==> src/rtl/dmx_pkg.sv <==
// DMX512 frame-controller shared types, constants and timing helper.
// Latency: n/a (declarations only).
// Backpressure: n/a.
package dmx_pkg;

  // Line/frame sequencing states shared by the controller and the break detector
  typedef enum logic [2:0] {
    ST_IDLE     = 3'd0,
    ST_BREAK    = 3'd1,
    ST_MAB      = 3'd2,
    ST_RX_START = 3'd3,
    ST_RX_SLOTS = 3'd4
  } dmx_state_t;

  localparam int         DMX_MAX_SLOTS      = 512;
  localparam logic [7:0] DMX_STD_START_CODE = 8'h00;

  // Convert a duration in microseconds into system clock cycles
  function automatic int us_to_clks(input int clk_freq, input int us);
    longint prod;
    prod = longint'(clk_freq) * longint'(us);
    return int'(prod / 64'sd1000000);
  endfunction

endpackage

==> src/rtl/dmx_break_detector.sv <==
// Detects a DMX BREAK followed by MAB on the raw line and emits a one-cycle arm pulse.
// Latency: arm is combinational, asserted in the cycle the line falls at the end of MAB.
// Backpressure: none; en low holds the detector idle while a frame is being received.
module dmx_break_detector
  import dmx_pkg::*;
#(
  parameter int BREAK_CLKS = 1760,
  parameter int MAB_CLKS   = 160
) (
  input  logic clk,
  input  logic rst,
  input  logic en,
  input  logic line,
  output logic arm
);

  localparam logic [15:0] BREAK_T = 16'(BREAK_CLKS);
  localparam logic [15:0] MAB_T   = 16'(MAB_CLKS);

  dmx_state_t  state_q, state_d;
  logic [15:0] timer_q, timer_d;

  // Next-state: time the low (BREAK) and high (MAB) phases; timer saturates
  always_comb begin
    state_d = state_q;
    timer_d = timer_q;
    arm     = 1'b0;
    if (timer_q != 16'hFFFF) timer_d = timer_q + 16'd1;
    case (state_q)
      ST_IDLE: begin
        timer_d = '0;
        if (!line) state_d = ST_BREAK;
      end
      ST_BREAK: begin
        if (line) begin
          timer_d = '0;
          state_d = (timer_q >= BREAK_T) ? ST_MAB : ST_IDLE;
        end
      end
      ST_MAB: begin
        if (!line) begin
          timer_d = '0;
          if (timer_q >= MAB_T) begin
            arm     = 1'b1;
            state_d = ST_IDLE;
          end else begin
            state_d = ST_BREAK;
          end
        end
      end
      default: state_d = ST_IDLE;
    endcase
    if (!en) begin
      state_d = ST_IDLE;
      timer_d = '0;
      arm     = 1'b0;
    end
  end

  // State and timer registers
  always_ff @(posedge clk) begin
    if (rst) begin
      state_q <= ST_IDLE;
      timer_q <= '0;
    end else begin
      state_q <= state_d;
      timer_q <= timer_d;
    end
  end

endmodule

==> src/rtl/dmx_frame_controller.sv <==
// Sequences a DMX512 byte receiver over a frame and writes matching slots to slot RAM.
// Latency: slot_we/frame pulses are registered, one cycle after the byte_ready rising edge.
// Backpressure: none; the receiver handshake is edge-detected and the RAM always accepts.
module dmx_frame_controller
  import dmx_pkg::*;
#(
  parameter int         CLK_FREQ        = 20_000_000,
  parameter int         BREAK_MIN_US    = 88,
  parameter int         MAB_MIN_US      = 8,
  parameter int         SLOT_TIMEOUT_US = 100,
  parameter logic [7:0] START_CODE      = DMX_STD_START_CODE,
  parameter int         MAX_SLOTS       = DMX_MAX_SLOTS
) (
  input  logic       clk,
  input  logic       rst,
  input  logic       DMX_Input_Signal,
  input  logic       byte_ready,
  input  logic [7:0] received_byte,
  input  logic       error,
  input  logic       byte_done,
  output logic       start_receive,
  output logic       slot_we,
  output logic [8:0] slot_addr,
  output logic [7:0] slot_data,
  output logic [7:0] start_code_out,
  output logic [9:0] slot_count,
  output logic       frame_valid,
  output logic       frame_error,
  output logic       overflow
);

  localparam int          BREAK_CLKS = us_to_clks(CLK_FREQ, BREAK_MIN_US);
  localparam int          MAB_CLKS   = us_to_clks(CLK_FREQ, MAB_MIN_US);
  localparam logic [15:0] SLOT_TO    = 16'(us_to_clks(CLK_FREQ, SLOT_TIMEOUT_US));
  localparam logic [9:0]  MAX_L      = 10'(MAX_SLOTS);

  dmx_state_t  state_q, state_d;
  logic        byte_ready_q, error_q;
  logic [15:0] gap_q, gap_d;
  logic [7:0]  start_code_q, start_code_d;
  logic [9:0]  slot_count_q, slot_count_d;
  logic        slot_we_q, slot_we_d;
  logic [8:0]  slot_addr_q, slot_addr_d;
  logic [7:0]  slot_data_q, slot_data_d;
  logic        frame_valid_q, frame_valid_d;
  logic        frame_error_q, frame_error_d;
  logic        overflow_q, overflow_d;
  logic        arm, br_rise, err_rise, gap_expired;
  logic [9:0]  new_slot;

  // The break detector only listens while no frame is being received
  dmx_break_detector #(
    .BREAK_CLKS(BREAK_CLKS),
    .MAB_CLKS  (MAB_CLKS)
  ) u_break (
    .clk (clk),
    .rst (rst),
    .en  (state_q == ST_IDLE),
    .line(DMX_Input_Signal),
    .arm (arm)
  );

  assign br_rise     = byte_ready & ~byte_ready_q;
  assign err_rise    = error & ~error_q;
  assign gap_expired = (gap_q == SLOT_TO);
  assign new_slot    = (slot_count_q == 10'h3FF) ? slot_count_q : slot_count_q + 10'd1;

  // Frame sequencing; an error edge beats a same-cycle byte, and a byte beats byte_done
  always_comb begin
    state_d       = state_q;
    gap_d         = (gap_q == 16'hFFFF) ? gap_q : gap_q + 16'd1;
    start_code_d  = start_code_q;
    slot_count_d  = slot_count_q;
    slot_we_d     = 1'b0;
    slot_addr_d   = slot_addr_q;
    slot_data_d   = slot_data_q;
    frame_valid_d = 1'b0;
    frame_error_d = 1'b0;
    overflow_d    = 1'b0;
    case (state_q)
      ST_IDLE: begin
        gap_d = '0;
        if (arm) begin
          state_d      = ST_RX_START;
          slot_count_d = '0;
        end
      end
      ST_RX_START, ST_RX_SLOTS: begin
        if (err_rise || gap_expired) begin
          frame_error_d = 1'b1;
          state_d       = ST_IDLE;
        end else begin
          if (br_rise) begin
            gap_d = '0;
            if (state_q == ST_RX_START) begin
              start_code_d = received_byte;
              state_d      = ST_RX_SLOTS;
            end else begin
              slot_count_d = new_slot;
              if (new_slot > MAX_L) begin
                overflow_d = 1'b1;
              end else if (start_code_q == START_CODE) begin
                slot_we_d   = 1'b1;
                slot_addr_d = new_slot[8:0] - 9'd1;
                slot_data_d = received_byte;
              end
            end
          end
          if (byte_done) begin
            frame_valid_d = 1'b1;
            state_d       = ST_IDLE;
          end
        end
      end
      default: state_d = ST_IDLE;
    endcase
  end

  // Registers: edge-detect history, counters and registered outputs
  always_ff @(posedge clk) begin
    if (rst) begin
      state_q       <= ST_IDLE;
      byte_ready_q  <= 1'b0;
      error_q       <= 1'b0;
      gap_q         <= '0;
      start_code_q  <= '0;
      slot_count_q  <= '0;
      slot_we_q     <= 1'b0;
      slot_addr_q   <= '0;
      slot_data_q   <= '0;
      frame_valid_q <= 1'b0;
      frame_error_q <= 1'b0;
      overflow_q    <= 1'b0;
    end else begin
      state_q       <= state_d;
      byte_ready_q  <= byte_ready;
      error_q       <= error;
      gap_q         <= gap_d;
      start_code_q  <= start_code_d;
      slot_count_q  <= slot_count_d;
      slot_we_q     <= slot_we_d;
      slot_addr_q   <= slot_addr_d;
      slot_data_q   <= slot_data_d;
      frame_valid_q <= frame_valid_d;
      frame_error_q <= frame_error_d;
      overflow_q    <= overflow_d;
    end
  end

  assign start_receive  = arm;
  assign slot_we        = slot_we_q;
  assign slot_addr      = slot_addr_q;
  assign slot_data      = slot_data_q;
  assign start_code_out = start_code_q;
  assign slot_count     = slot_count_q;
  assign frame_valid    = frame_valid_q;
  assign frame_error    = frame_error_q;
  assign overflow       = overflow_q;

endmodule

==> config.mk <==
export PLATFORM = sky130hd
export DESIGN_NAME = dmx_frame_controller
export DESIGN_NICKNAME = d
export VERILOG_FILES = /design/src/rtl/dmx_pkg.sv /design/src/rtl/dmx_break_detector.sv /design/src/rtl/dmx_frame_controller.sv
export SDC_FILE = /design/constraint.sdc
export NUM_CORES = 1
export LEC_CHECK = 0
export CAP_MARGIN = 5
export CORE_UTILIZATION = 33
export DETAILED_ROUTE_END_ITERATION = 10
export MAX_ROUTING_LAYER = met4
export PLACE_DENSITY = 0.5
export SETUP_SLACK_MARGIN = 0.05
export SYNTH_ARGS = -nofsm -noshare
export SYNTH_HDL_FRONTEND = slang
export SYNTH_HIERARCHICAL = 1
export SYNTH_SLANG_ARGS = --single-unit
==> constraint.sdc <==
create_clock -name clk -period 3.2 [get_ports clk]
set_input_delay 0.8 -clock clk [delete_from_list [all_inputs] [get_ports clk]]
set_output_delay 0.8 -clock clk [all_outputs]
set_load 0.05 [all_outputs]
==> flow_metrics.py <==
metrics = {
    "global_routing": {
        "grt_max_degree": 49,
        "grt_use_met1_pct": 25.2,
        "grtUsageMet2_pct": 26.0,
        "antenna_found_initial": 0,
        "grt_pass1_vias": 3565,
        "grt.total_usage_pct": 18.1,
        "grt_most_used_layer": "met2",
        "met3_usage_pct": 4.29,
        "grt_first_pass_wirelength_mm": 18.3,
        "grt-ovfl-total": 0,
    },
    "cells_and_area": {
        "syn2layout_area_growth_pct": 26.9,
        "antenna_cells": 0,
        "layout.cells.most_common": "dfxtp_1",
        "multi_input_area_sq_mm": 0.00243,
        "drive_above_1_share_pct": 11.5,
        "nets": 582,
        "final_cell_mix": "dfxtp_1, clkdlybuf4s50_1, nor2_1, a21oi_1, nand2_1",
        "register_area_sq_mm": 0.00154,
        "nFillCells": 1240,
    },
    "cts": {
        "cts.sinks": 77,
        "cts.path.max_buffers": 2,
        "clock_latency_ps": 340,
        "hold_buffers": 0,
        "cts_htree_levels": 3,
        "cts_made_buffers": 9,
        "clkTransAtPathRegs_ps": 60,
        "cts_root_buf": "clkbuf_16",
        "cts_tree": "yes",
    },
    "floorplan": {
        "core-area_sq_mm": 0.0121,
        "die_h_microns": 114,
        "rows": 40,
        "die_area_sq_mm": 0.0130,
        "ios": 54,
        "die_w_microns": 114,
        "initial_core_util_pct": 34.2,
    },
    "logic_synthesis": {
        "synth_compound_area_share_pct": 18.0,
        "synth.yosys.warnings": 6,
        "synth_cell_types": 70,
        "synth_fa_ha_area_share_pct": 3.02,
        "syn_nets": 522,
        "synthSimpleGateAreaFrac_pct": 29.5,
        "synth_edf_count": 0,
        "muxShareOfSynthArea_pct": 4.44,
        "synth-xor-area-share_pct": 3.38,
        "synth_top_family_by_area": "simple AND/OR/NAND/NOR gates",
        "synth.yosys.seq_area_share_pct": 37.2,
        "yosysTopAreaCellShare_pct": 37.2,
        "ys_ff_latch": 77,
        "synthCells": 498,
        "synth_ff_type": "dfxtp_1",
        "avgSynthCellArea_sq_um": 8.33,
        "synthArstFlopShare_pct": 0,
        "netlist.top_cell.by_area": "dfxtp_1",
        "ys_top_cells_by_area": "dfxtp_1, a21oi_1, nor2_1",
        "syn_area_sq_mm": 0.00415,
    },
    "power": {
        "ir_worst_vdd_mv": 0.246,
        "p_leak_nw": 1.80,
        "power_density_mw_per_mm2": 394,
        "power.total_mw": 2.07,
    },
    "min_path": {
        "hold_path.startpoint": "slot_addr[4]",
        "hold_path.class": "flop to flop",
        "hold_depth": 2,
        "whs_endpoint": "slot_addr[4]",
    },
    "detailed_routing": {
        "ant_nets": 0,
        "wl_per_cell_microns": 15.0,
        "vias": 3834,
        "drt_pass1_iterations": 4,
        "drc": 0,
        "viasPerCell": 5.24,
        "drt_iter0_markers": 217,
        "routed_wl_mm": 10.9,
    },
    "sta": {
        "period_share_pct": 90.1,
        "fmax_mhz": 347,
        "rsz0062_at_grt": "no",
        "slew_viol_final": 0,
        "period_minus_slack_ps": 2880,
        "timing.final.hold_violations": 0,
        "tns_ps": 0,
        "clock_skew_ps": 4.89,
        "setup_violations": 0,
        "slew-limit-headroom_pct": 59.8,
        "worstMarginPinSlew_ps": 599,
        "hold_slack_ps": 476,
    },
    "status": {
        "status": "finished, final reports clean",
    },
    "placement": {
        "place.detailed.hpwl_mm": 7.69,
        "io_buffers": 53,
        "gp_congestion": 0.878,
    },
    "setup_path": {
        "worst-path-buf-inv": 2,
        "critPathMaxFanout": 10,
        "reg2reg_slack_ps": 320,
        "r2r_start": "slot_count[0]",
        "setup.worst_path.start_class": "flop",
        "cp-end-kind": "flop",
        "crit_top_cell": "ha_1",
        "r2r_end": "slot_addr[0]",
        "max_stage_delay_ps": 400,
        "worstPathCellList": "ha_1 > and3_1 > nand3_1 > xnor2_1 > ha_1 > inv_1 > a2111oi_2 > a41oi_1 > buf_4 > nor3_1 > nor3_2",
        "worstPathRequired_ps": 3410,
        "critPathTopFamily": "simple AND/OR/NAND/NOR gates",
        "slowest_stage": "dfxtp_2",
        "crit_type": "flop to flop",
        "startpoint": "slot_count[0]",
        "r2r_cells": 11,
        "arrival_ps": 3090,
    },
    "job": {
        "maxCapViolCount": 0,
    },
}
-- logic make-up after synthesis --
kind of cell    count (synthesis)
compound gates                114
xor+xnor                       16
fa+ha+maj                      10
buf+inv                        42
flops                          77
mux                            18
simple gates                  221
-- per-stage QoR --
step                      util [%]  setup slack, ps  cell area (sq um)  instances
final                         43.4              318               5260        731
after global routing          43.4              118               5260        731
after global placement        40.8              332               4940        714
after CTS                     43.4              182               5250        730
after floorplan                  -             92.9               4160        498
after detailed placement      40.8              227               4940        714
-- registers in the layout, summed over array words and instances, names as in the netlist --
signal,cells
slot_addr,9
gap_q,16
slot_count,10
slot_data,8
overflow,1
start_code_out,8
frame_valid,1
u_break/timer_q,16
byte_ready_q,1
state_q,2
error_q,1
slot_we,1
u_break/state_q,2
frame_error,1
-- layout make-up --
type,count,share of cell area (%)
clock buffer,11,4.80
clock inverter,5,1.12
inverter,15,1.07
multi-input combinational,379,46.2
sequential,77,29.4
tap,168,4.00
timing repair buffer,76,13.5
-- worst max path at each step --
stage / slack [ps] / to / cells after the start
3_5_place_dp: 230 / slot_data[4] / 11
3_3_place_gp: 330 / slot_count[1] / 9
2_1_floorplan: 90 / slot_addr[0] / 13
4_1_cts: 180 / slot_data[4] / 11
5_1_grt: 120 / slot_addr[0] / 11
6_report: 320 / slot_addr[0] / 11
-- report_power, final --
part	switching (mW)	internal, mW	leakage [nW]	total (mW)
sequential	0.00109	0.961	0.622	0.962
clock	0.416	0.646	0.148	1.06
combinational	0.0255	0.0205	1.03	0.0461
total	0.442	1.63	1.80	2.07
-- synth_stat cells (3+ instances only) --
cell type and count:
dfxtp_1 77, nor2_1 44, a21oi_1 39, nand2_1 29, nand3_1 28, nor3_1 23, inv_1 15, mux2i_1 15
o21ai_0 15, clkbuf_1 14, a211oi_1 13, nand2b_1 13, nand4_1 13, xnor2_1 13, and3_1 12, ha_1 10
o21ai_1 10, or4_1 10, nor2b_1 7, nor4_1 7, buf_2 6, a31oi_1 5, nor4b_1 5, o31ai_1 5
o211ai_1 4, or3_1 4, a21o_1 3, and4_1 3, buf_4 3, nor3_2 3, xor2_1 3
-- tightest hold or removal path: cells and delay by family (launching register included) --
| kind | cells | cell delay, ps |
|---|---|---|
| DFF | 1 | 310 |
| and+or+nand+nor | 1 | 60 |
| muxes | 1 | 60 |
-- timing repair --
action | 4_1_cts | 5_1_grt
endpoints found under the setup margin | 0 | 13
setup buffers | 0 | 1
resized for setup | 0 | 0
-- per-layer routing --
layer,part of all wire [%],vias up
met5,0,-
li1,-,1943
met1,51,1784
met2,43,97
met4,1.2,0
met3,5.0,10
(Power assumes the default switching activity.)
